`config.mk`:
```
export PLATFORM = sky130hd
export DESIGN_NAME = instruction_fetch_stage
export DESIGN_NICKNAME = d
export VERILOG_FILES = /design/src/rtl/instruction_fetch_stage.sv
export SDC_FILE = /design/constraint.sdc
export NUM_CORES = 1
export LEC_CHECK = 0
export ABC_AREA = 0
export BUFFER_PORTS_ARGS = -buffer_cell sky130_fd_sc_hd__buf_2
export CORE_MARGIN = 4
export CORE_UTILIZATION = 53
export DETAILED_ROUTE_END_ITERATION = 8
export PLACE_DENSITY = 0.87
export SYNTH_ARGS = -nofsm -noshare
export SYNTH_HDL_FRONTEND = slang
export SYNTH_SLANG_ARGS = --single-unit
```
`constraint.sdc`:
```
create_clock -name clk -period 4.33 [get_ports clk]
set_input_delay 1.0825 -clock clk [delete_from_list [all_inputs] [get_ports clk]]
set_output_delay 1.0825 -clock clk [all_outputs]
set_load 0.01 [all_outputs]
```
`src/rtl/instruction_fetch_stage.sv`:
```
// instruction_fetch_stage: PC register, next-PC selection and the IF/ID pipeline register
// with stall/flush handling, a sticky misalignment flag and a fetch counter.
module instruction_fetch_stage #(
  parameter logic [31:0] RESET_PC  = 32'h0000_0000,
  parameter logic [31:0] NOP_INSTR = 32'h0000_0000
) (
  input  logic        clk,
  input  logic        rst_n,
  output logic [31:0] imem_addr,
  input  logic [31:0] imem_rdata,
  input  logic        stall_f,
  input  logic        stall_d,
  input  logic        flush_d,
  input  logic        jump_d,
  input  logic [31:0] jump_target_d,
  input  logic        redirect_e,
  input  logic [31:0] redirect_target_e,
  output logic [31:0] pc_f,
  output logic [31:0] instr_d,
  output logic [31:0] pc_plus4_d,
  output logic        valid_d,
  output logic        misalign_err,
  output logic [31:0] fetch_count
);
  logic        jump_take;
  logic        bubble;
  logic        load;
  logic        bad_target;
  logic [31:0] seq_pc;
  logic [31:0] pc_next;
  // A jump only counts when decode holds a real, unstalled instruction; EX redirect outranks it.
  always_comb begin
    jump_take  = jump_d & valid_d & ~stall_d;
    bubble     = redirect_e | jump_take | flush_d;
    load       = ~bubble & ~stall_d;
    bad_target = (redirect_e & |redirect_target_e[1:0]) | (jump_take & |jump_target_d[1:0]);
    seq_pc     = pc_f + 32'd4;
    pc_next    = redirect_e ? {redirect_target_e[31:2], 2'b00} :
                 jump_take  ? {jump_target_d[31:2], 2'b00} :
                 stall_f    ? pc_f : seq_pc;
  end
  assign imem_addr = pc_f;
  always_ff @(posedge clk or negedge rst_n) begin
    if (!rst_n) begin
      pc_f         <= RESET_PC;
      misalign_err <= 1'b0;
    end else begin
      pc_f         <= pc_next;
      misalign_err <= misalign_err | bad_target;
    end
  end
  always_ff @(posedge clk or negedge rst_n) begin
    if (!rst_n) begin
      instr_d     <= NOP_INSTR;
      pc_plus4_d  <= 32'd0;
      valid_d     <= 1'b0;
      fetch_count <= 32'd0;
    end else if (bubble) begin
      instr_d    <= NOP_INSTR;
      pc_plus4_d <= 32'd0;
      valid_d    <= 1'b0;
    end else if (load) begin
      instr_d     <= imem_rdata;
      pc_plus4_d  <= seq_pc;
      valid_d     <= 1'b1;
      fetch_count <= fetch_count + 32'd1;
    end
  end
endmodule

```
==> flow_summary.toml <==
[cells_and_area]
fin_nets = 966
layout_commonest_cell = "buf_2"
area_delta_synth_final_pct = 26.2
stdcell_area_sq_mm = 0.00814
layout_common_cells = "buf_2 (257), dfrtp_1 (126), nand2_1 (77)"
diodes = 0
drive_gt1_share_pct = 35.1

[cts]
post_cts_buffers = 0
clk_pin_slew_ns = 0.06
numClockSinks = 126
cts_tree = "done"
cts_hold_buf = 0
clkLatencyLatePin_ns = 0.42
cts_buffer_depth = 2
cts_root_buf = "clkbuf_16"
post_cts_resized = 0
numCtsBuffers = 17
htree_num_levels = 4

[synthesis]
synth_area_per_cell_sq_um = 9.94
synth_top_area_cell = "dfrtp_1"
synth_edf_count = 0
synthArstFlopShare_pct = 100
synthCells = 649
yosysUniqueCellTypes = 53
ys_top_cells_by_area = "dfrtp_1 (49%), xnor2_1 (6.0%), a22o_1 (4.9%)"
syn_area_sq_mm = 0.00645
synthFlopType = "dfrtp_1"
ys_seq_area_share_pct = 48.9
yosys_warnings = 0
synth_seq_cells = 126
synth.top_cell.area_share_pct = 48.9

[place]
dpl-instance-area_sq_mm = 0.00756
gp_congestion = 0.867
port_buffers = 258
hpwl_mm = 14.0

[timing]
final_max_slew_viol_count = 0
setup_viol = 0
final.setup.tns_ns = 0
skew_ns = 0.00754
rsz0062_at_grt = "no"
period_share_pct = 61.6
period_needed_ns = 2.67
final_hold_viol_count = 0
max_slew_margin_pct = 28.0
max_freq_mhz = 375
tightest_slew_ns = 1.08

[floorplanning]
io_pins = 265
std_cell_rows = 40
start_util_pct = 53.9
die_y_um = 118
dieArea_sq_mm = 0.0140
die_w_um = 118
core_sq_mm = 0.0120

[global_route]
antenna_found_initial = 1
grt_pass1_vias = 5762
grt_pass1_wl_mm = 30.7
globalRouteOverflowTotal = 0
grt.total_usage_pct = 27.7
grt_max_degree = 69

[setup_path]
crit_arrival_ns = 2.96
critPathLaunchType = "input pin"
endpoint_kind = "flip-flop"
crit_required_ns = 4.63
critical_path_class = "in -> reg"
worstPathMaxFanout = 26
crit_start = "stall_d"
timing.rr.start = "imem_addr[14]$_DFFE_PN0N_"

[power_and_ir_drop]
power.density_mw_per_mm2 = 399
ir_worst_vdd_mv = 0.218
leakage_nw = 4.11

[route]
drtIter0Drc = 544
vias_per_cell = 5.81
first_pass_iters = 5
drc = 0
wl_per_cell_um = 19.3
wl_mm = 19.6
dr_total_vias = 5924
ant_nets = 0

[worst_hold_path]
hp-class = "reg -> reg"
min-delay-start = "fetch_count[31]$_DFFE_PN0P_"

[outcome]
status = "completed"

[job]
max-cap-violations = 0
Yosys cell counts (all sizes together), types with 18 or more instances:
library cell / n
dfrtp: 126
nand2: 78
buf: 49
o21ai: 45
xnor2: 44
a21oi: 38
a22o: 36
nor2: 29
clkbuf: 27
and3: 22
xor2: 20
nand4: 19
nand3: 18
state kept, by name, indices dropped and copies added (netlist names):
register and count:
fetch_count 32, imem_addr 30, instr_d 32, misalign_err 1, pc_plus4_d 30, valid_d 1
cell type report:
cell class	instances	area, sq um
tap	147	184
clock inverter	10	114
fill	970	3820
sequential	126	3150
clock buffer	21	470
timing repair buffer	264	1350
inverter	8	30.0
multi-input combinational	444	2840
through the flow:
stage	setup slack (ns)	hold slack, ns	power [mW]	utilization, %	std cells
6_report	1.66	0.468	3.25	68.1	1020
5_1_grt	1.50	0.488	3.38	68.1	1020
4_1_cts	1.73	0.470	3.27	68.1	1020
3_5_place_dp	1.30	0.456	1.86	63.2	989
3_3_place_gp	1.34	0.455	1.85	63.2	989
2_1_floorplan	1.90	0.508	1.65	-	654
report_power, final:
| part | total (mW) | internal, mW | switching, mW | leakage [nW] |
|---|---|---|---|---|
| clock | 1.40 | 0.886 | 0.513 | 0.277 |
| combinational | 0.483 | 0.205 | 0.277 | 2.17 |
| sequential | 1.36 | 1.25 | 0.113 | 1.67 |
layer usage:
layer,up-vias,part of all wire (%),global-route usage [%],routed length (um)
li1,2694,-,-,-
met1,2862,40,34.8,7830
met2,328,49,45.6,9580
met3,38,9.0,7.37,1780
met4,2,2.2,10.8,439
met5,-,0.066,0,13
cell families (layout without fill, tap and decap cells):
group / Yosys count / in the layout / synth area share [%]
mux: 7 / 7 / 1.11
compound gates: 147 / 147 / 15.4
xor+xnor: 64 / 64 / 8.69
other cells: 1 / 6 / 0.0581
simple gates: 218 / 218 / 18.0
flops: 126 / 126 / 48.9
fa+ha+maj: 2 / 2 / 0.388
buf+inv: 84 / 303 / 7.49
path summary, 6_finish.rpt:
kind                       depth (start not counted)                           to  slack (ns)
setup / recovery                                   6    imem_addr[25]$_DFFE_PN0N_        1.66
hold / removal                                     1  fetch_count[31]$_DFFE_PN0P_        0.47
setup reg to reg                                   5    imem_addr[30]$_DFFE_PN0N_        1.98
hold reg to reg                                    1  fetch_count[31]$_DFFE_PN0P_        0.47
max in group asynchronous                          2    pc_plus4_d[7]$_DFFE_PN0P_        2.74
min in group asynchronous                          1  fetch_count[26]$_DFFE_PN0P_        0.78
worst max-delay path, cell delays in order:
cell	delay (ns)
buf_2	0.14
nand3b_1	0.80
nand2_1	0.62
nor3_1	0.08
mux2i_1	0.16
nand2_1	0.06
Power figures use the tool's default switching activity.
